<file path="src/rtl/mem_stage.sv">
// mem_stage: pipeline stage after execute. Registers the EXE results, drives a
// req/ack data-memory bus with byte-lane formatting, produces write-back data,
// register write enable and destination for WB, and stalls upstream while a
// memory access is outstanding.
//
// Optional feature macro: MEM_TIMEOUT_EN
//   defined   - an access with no ack for TIMEOUT_CYCLES stall cycles is
//               aborted, and o_MEM_busErr is set until reset.
//   undefined - the stage waits indefinitely and o_MEM_busErr is tied 0.
//
// Ports:
//   clk, rstn                 clock (rising edge), async active-low reset
//   i_MEM_dmemWe/regWe/sByte  store, register write, byte access
//   i_MEM_sWRD, i_MEM_WRA     write-back from memory, destination register
//   i_MEM_rd2, i_MEM_aluOut   store data, ALU result / effective address
//   i_MEM_dRdata, i_MEM_dAck  memory read data and completion
//   o_MEM_dReq/dWe/dAddr      memory request, write flag, word address
//   o_MEM_dWdata, o_MEM_dBe   write data and byte enables
//   o_MEM_regWe/WRA/wbData    write-back controls and data to WB
//   o_MEM_aluOut              registered ALU result for forwarding
//   o_MEM_stall               freeze upstream stages and PC
//   o_MEM_busErr              sticky timeout flag
module mem_stage #(
   parameter int unsigned TIMEOUT_CYCLES = 255
) (
   input  logic        clk,
   input  logic        rstn,
   input  logic        i_MEM_dmemWe,
   input  logic        i_MEM_regWe,
   input  logic        i_MEM_sByte,
   input  logic        i_MEM_sWRD,
   input  logic [4:0]  i_MEM_WRA,
   input  logic [31:0] i_MEM_rd2,
   input  logic [31:0] i_MEM_aluOut,
   input  logic [31:0] i_MEM_dRdata,
   input  logic        i_MEM_dAck,
   output logic        o_MEM_dReq,
   output logic        o_MEM_dWe,
   output logic [31:0] o_MEM_dAddr,
   output logic [31:0] o_MEM_dWdata,
   output logic [3:0]  o_MEM_dBe,
   output logic        o_MEM_regWe,
   output logic [4:0]  o_MEM_WRA,
   output logic [31:0] o_MEM_wbData,
   output logic [31:0] o_MEM_aluOut,
   output logic        o_MEM_stall,
   output logic        o_MEM_busErr
);

   localparam int unsigned XLEN = 32;
   localparam int unsigned RA_W = 5;
   localparam int unsigned BE_W = 4;

   // Stage register contents
   logic            dmem_we_q;
   logic            reg_we_q;
   logic            s_byte_q;
   logic            s_wrd_q;
   logic [RA_W-1:0] wra_q;
   logic [XLEN-1:0] rd2_q;
   logic [XLEN-1:0] alu_q;
   logic            pending;

   logic            load;
   logic            memop_in;
   logic            timeout_hit;
   logic            abort_q;
   logic [1:0]      lane;
   logic [7:0]      rd_byte;

   // Outstanding access that has not been acked this cycle holds the pipe
   assign o_MEM_stall = pending & ~i_MEM_dAck;
   assign load        = ~o_MEM_stall;
   assign memop_in    = i_MEM_dmemWe | i_MEM_sWRD;
   assign lane        = alu_q[1:0];

   // Stage register and request-pending flag
   always_ff @(posedge clk or negedge rstn) begin
      if (!rstn) begin
         dmem_we_q <= 1'b0;
         reg_we_q  <= 1'b0;
         s_byte_q  <= 1'b0;
         s_wrd_q   <= 1'b0;
         wra_q     <= '0;
         rd2_q     <= '0;
         alu_q     <= '0;
         pending   <= 1'b0;
      end else if (load) begin
         dmem_we_q <= i_MEM_dmemWe;
         reg_we_q  <= i_MEM_regWe;
         s_byte_q  <= i_MEM_sByte;
         s_wrd_q   <= i_MEM_sWRD;
         wra_q     <= i_MEM_WRA;
         rd2_q     <= i_MEM_rd2;
         alu_q     <= i_MEM_aluOut;
         // An ack and a new memop on the same edge keep the request alive
         pending   <= memop_in;
      end else if (timeout_hit) begin
         pending   <= 1'b0;
      end
   end

`ifdef MEM_TIMEOUT_EN
   localparam int unsigned CNT_W = ($clog2(TIMEOUT_CYCLES + 1) > 8) ?
                                   $clog2(TIMEOUT_CYCLES + 1) : 8;

   logic [CNT_W-1:0] wait_cnt;
   logic             bus_err_q;

   // Last permitted stall cycle without ack: abort on the closing edge
   assign timeout_hit = o_MEM_stall &
                        (wait_cnt == CNT_W'(TIMEOUT_CYCLES - 1));

   // Wait counter, abort marker and sticky bus error
   always_ff @(posedge clk or negedge rstn) begin
      if (!rstn) begin
         wait_cnt  <= '0;
         abort_q   <= 1'b0;
         bus_err_q <= 1'b0;
      end else begin
         abort_q <= timeout_hit;
         if (timeout_hit) begin
            bus_err_q <= 1'b1;
         end
         if (load) begin
            wait_cnt <= '0;
         end else if (o_MEM_stall) begin
            wait_cnt <= wait_cnt + CNT_W'(1);
         end
      end
   end

   assign o_MEM_busErr = bus_err_q;
`else
   logic unused_timeout_cfg;

   assign timeout_hit        = 1'b0;
   assign abort_q            = 1'b0;
   assign o_MEM_busErr       = 1'b0;
   assign unused_timeout_cfg = ^TIMEOUT_CYCLES;
`endif

   // Little-endian lane select from the returned word
   always_comb begin
      rd_byte = i_MEM_dRdata[7:0];
      case (lane)
         2'd0:    rd_byte = i_MEM_dRdata[7:0];
         2'd1:    rd_byte = i_MEM_dRdata[15:8];
         2'd2:    rd_byte = i_MEM_dRdata[23:16];
         default: rd_byte = i_MEM_dRdata[31:24];
      endcase
   end

   // Write-back data: memory for loads (store wins if both flags set), else ALU
   always_comb begin
      o_MEM_wbData = alu_q;
      if (s_wrd_q && !dmem_we_q) begin
         if (s_byte_q) begin
            o_MEM_wbData = {{(XLEN - 8){rd_byte[7]}}, rd_byte};
         end else begin
            o_MEM_wbData = i_MEM_dRdata;
         end
      end
   end

   // Bus payload is derived from the held stage register, so it stays stable
   // for as long as the request is pending
   always_comb begin
      o_MEM_dBe    = '0;
      o_MEM_dWdata = rd2_q;
      if (s_byte_q) begin
         o_MEM_dWdata = {4{rd2_q[7:0]}};
      end
      if (pending) begin
         o_MEM_dBe = s_byte_q ? BE_W'(4'b0001 << lane) : BE_W'(4'hF);
      end
   end

   assign o_MEM_dReq   = pending;
   assign o_MEM_dWe    = pending & dmem_we_q;
   assign o_MEM_dAddr  = {alu_q[XLEN-1:2], 2'b00};
   assign o_MEM_aluOut = alu_q;
   assign o_MEM_WRA    = wra_q;
   // WB sees a bubble while stalled or in the cycle after an aborted access
   assign o_MEM_regWe  = reg_we_q & ~o_MEM_stall & ~abort_q;

endmodule

</file>
<file path="config.mk">
export PLATFORM = sky130hd
export DESIGN_NAME = mem_stage
export DESIGN_NICKNAME = d
export VERILOG_FILES = /design/src/rtl/mem_stage.sv
export SDC_FILE = /design/constraint.sdc
export NUM_CORES = 1
export LEC_CHECK = 0
export CORE_AREA = 8 8 119 110
export DETAILED_ROUTE_END_ITERATION = 6
export DIE_AREA = 0 0 127 118
export PLACE_DENSITY = 0.81
export SLEW_MARGIN = 20
export SYNTH_ARGS = -nofsm -noshare
export SYNTH_HDL_FRONTEND = slang
export SYNTH_SLANG_ARGS = --single-unit
</file>
<file path="constraint.sdc">
create_clock -name clk -period 2.4 [get_ports clk]
set_clock_uncertainty 0.15 [all_clocks]
set_input_delay 0.72 -clock clk [delete_from_list [all_inputs] [get_ports clk]]
set_output_delay 0.72 -clock clk [all_outputs]
set_load 0.1 [all_outputs]
</file>
==> flow_metrics.py <==
metrics = {
    "cts": {
        "ctsHtreeMaxLevel": 3,
        "cts_tree": "done",
        "worst_skew_pair.late_latency_ns": 0.33,
        "cts.root.buffer_cell": "sky130_fd_sc_hd__clkbuf_16",
        "clock_sink_count": 74,
        "cts.path.max_buffers": 2,
        "tritoncts.num_buffers": 9,
        "cts.reportedPaths.clkPinSlew_ns": 0.06,
    },
    "critical_path": {
        "worstReg2RegStart": "o_MEM_dReq",
        "ff2ff_path_depth": 5,
        "ff2ff_setup_slack_ns": 0.67,
        "worstSetupEndpoint": "o_MEM_wbData[3]",
        "r2r-end": "s_byte_q",
        "path_class": "primary input to output port",
        "setup.worst_path.start_class": "primary input",
        "cp-end-kind": "output port",
        "critical_path.startpoint": "i_MEM_dRdata[11]",
        "critPathRequiredTime_ns": 1.53,
        "timing.critical_path.arrival_ns": 2.10,
        "timing.critical_path.fanout_max": 2,
    },
    "detailed_routing": {
        "drt-wirelength-per-cell_um": 24.31,
        "drcViolationCount": 0,
        "detailed_route_via_count": 4935,
        "antenna_left": 0,
        "count_of_tritonroute_iterations_in_the_first_routing_pass": 5,
        "drt-initial-drc-count": 323,
        "route.final.wire_length_um": 22200,
        "drt-vias-per-instance": 5.405,
    },
    "synth": {
        "netlist-cell-type-count": 23,
        "syn-cell-area_um2": 4095,
        "synth.yosys.seq_area_share_pct": 45.22,
        "synth_edf_count": 0,
        "postSynthRegisterBits": 74,
        "avgSynthCellArea_um2": 7.815,
        "yosysWarningCount": 0,
        "syn-instance-count": 524,
        "ys_async_sr_fraction_pct": 100.0,
        "ys_dominant_reg_cell": "sky130_fd_sc_hd__dfrtp_1",
    },
    "outcome": {
        "violated_checks": "setup timing",
        "run_status": "finished with violations",
    },
    "final_layout": {
        "total_area_of_multi_input_combinational_cells_um2": 2603,
        "final_nets": 875,
        "drive_above_1_share_pct": 41.06,
        "register_area_um2": 1864,
        "nFillCells": 520,
        "area_growth_from_synthesis_to_final_layout_pct": 132.3,
    },
    "place": {
        "dp_hpwl_um": 16070,
        "portBuffers": 246,
        "gp_congestion": 0.8450,
    },
    "global_routing": {
        "antenna_found_initial": 4,
        "total_routing_resource_utilization_after_global_routing_pct": 29.03,
        "congestion_overflow_gr": 0,
        "global_route_wire_length_before_repair_um": 33220,
        "grt_start_max_net_pins": 75,
        "grt_pass1_vias": 5488,
    },
    "timing": {
        "fin_crit_ns": 2.972,
        "timing_worst_slew_pin_value_ns": 0.5586,
        "layout_worst_path_cycle_share_pct": 123.8,
        "finalSetupViolations": 42,
        "maxClockFrequency_mhz": 336.4,
        "timing_hold_violations_final": 0,
        "max-slew-margin-rel_pct": 62.76,
        "grt_setup_unrepaired": "true",
        "setup-tns-final_ns": -15.36,
        "final.setup.worst_slack_ns": -0.5722,
        "final_max_slew_violation_count": 0,
    },
    "die": {
        "initial_core_util_pct": 36.86,
        "design.core.area_um2": 11110,
        "die-area_um2": 14990,
        "floorplan.die.width_um": 127,
        "std_cell_rows": 37,
        "die_h_um": 118,
        "floorplan.io_pins": 250,
    },
    "job": {
        "timing.max_cap.violations": 0,
    },
    "power": {
        "peakVddDrop_uv": 651.6,
        "power.density_cell_area_nw_per_um2": 840.1,
        "p_leak_nw": 4.261,
        "design_power_total_mw": 7.993,
    },
    "min_path": {
        "hp-class": "primary input to async pin",
    },
}
==> critical path, cell delays in order <==
cell and delay [ns]:
sky130_fd_sc_hd__clkdlybuf4s15_1 0.24, sky130_fd_sc_hd__mux4_2 0.50, sky130_fd_sc_hd__mux2i_2 0.24, sky130_fd_sc_hd__buf_4 0.17
sky130_fd_sc_hd__a21oi_4 0.05, sky130_fd_sc_hd__buf_12 0.17
==> metal layers <==
layer | routed length (µm) | vias up | GRT usage (%)
met5 | 0 | - | 0
met3 | 1653 | 94 | 7.609
li1 | - | 2129 | -
met2 | 11620 | 313 | 51.10
met4 | 1560 | 0 | 20.73
met1 | 7365 | 2399 | 29.15
==> sequential cells by signal, indices dropped and copies added (netlist names) <==
name	count
dmem_we_q	1
o_MEM_WRA	5
o_MEM_aluOut	32
o_MEM_dReq	1
rd2_q	32
reg_we_q	1
s_byte_q	1
s_wrd_q	1
==> cell usage in the layout (no fill, tap or decap), drive strengths merged <==
| cell | count |
|---|---|
| a21boi | 3 |
| a21oi | 8 |
| a31oi | 24 |
| and2 | 4 |
| buf | 204 |
| bufinv | 1 |
| clkbuf | 9 |
| clkdlybuf4s15 | 13 |
| clkdlybuf4s50 | 73 |
| clkinv | 4 |
| clkinvlp | 2 |
| conb | 3 |
| dfrtp | 74 |
| diode | 5 |
| dlygate4sd2 | 16 |
| inv | 27 |
| mux2i | 9 |
| mux4 | 7 |
| nand2 | 202 |
| nand2b | 1 |
| nor2 | 33 |
| nor2b | 1 |
| o21ai | 52 |
| o31a | 1 |
| or3 | 1 |
==> logic make-up after synthesis <==
logic type / Yosys count / synth area share (%)
flip-flops: 74 / 45.22
multiplexers: 16 / 6.050
AND/OR/NAND/NOR: 242 / 22.79
AO/OA/AOI/OAI: 88 / 11.76
buffers and inverters: 103 / 14.08
other: 1 / 0.09157
==> Yosys cell counts (all sizes together), types with 3 or more instances <==
master / number / area share, %
nand2: 202 / 19
dfrtp: 74 / 45
buf: 57 / 9.9
o21ai: 52 / 6.4
nor2: 33 / 3.0
inv: 26 / 2.4
a31oi: 24 / 3.7
clkbuf: 19 / 1.7
mux2i: 9 / 2.2
a21oi: 8 / 0.98
mux4: 7 / 3.8
and2: 4 / 0.61
a21boi: 3 / 0.55
==> final cells by class <==
type | instances | area share [%]
multi-input cells | 349 | 27.35
inverters | 27 | 1.144
clock buffers | 9 | 2.367
diodes | 5 | 0.1315
flip-flops and latches | 74 | 19.59
well taps | 136 | 1.789
repair buffers | 306 | 46.82
clock inverters | 7 | 0.8022
==> timing repair <==
action | CTS | global route
endpoints found under the setup margin | 62 | 60
hold endpoints to repair | 0 | 0
resized for setup | 115 | 13
buffers inserted | 13 | 1
cloned | 4 | 0
hold buffers | 0 | 0
pin swaps | 36 | 11
==> worst min path at each step <==
stage | from | end | slack (ns)
global placement | reg_we_q | reg_we_q | 0.30
detailed placement | o_MEM_WRA[4] | o_MEM_WRA[4] | 0.31
global route | rstn | rd2_q[22] | 0.27
floorplan | rstn | dmem_we_q | 0.27
CTS | rstn | rd2_q[22] | 0.26
finish | rstn | rd2_q[22] | 0.24
==> power breakdown <==
group	total, mW	internal (mW)	switching, mW
sequential	1.58	1.38	0.204
clock	1.38	0.812	0.564
combinational	5.04	1.78	3.26
==> through the flow <==
stage / std cells / worst slack [ns] / hold slack (ns) / util (%) / instance area (µm²)
after floorplan: 526 / -0.4360 / 0.2744 / - / 4893
after global placement: 877 / -0.7910 / 0.3027 / 79.18 / 8797
after detailed placement: 877 / -0.8331 / 0.3100 / 79.18 / 8797
after CTS: 910 / -0.4988 / 0.2607 / 85.48 / 9498
after global routing: 913 / -0.5828 / 0.2685 / 85.63 / 9514
final: 913 / -0.5722 / 0.2376 / 85.63 / 9514
Power figures use the tool's default switching activity.
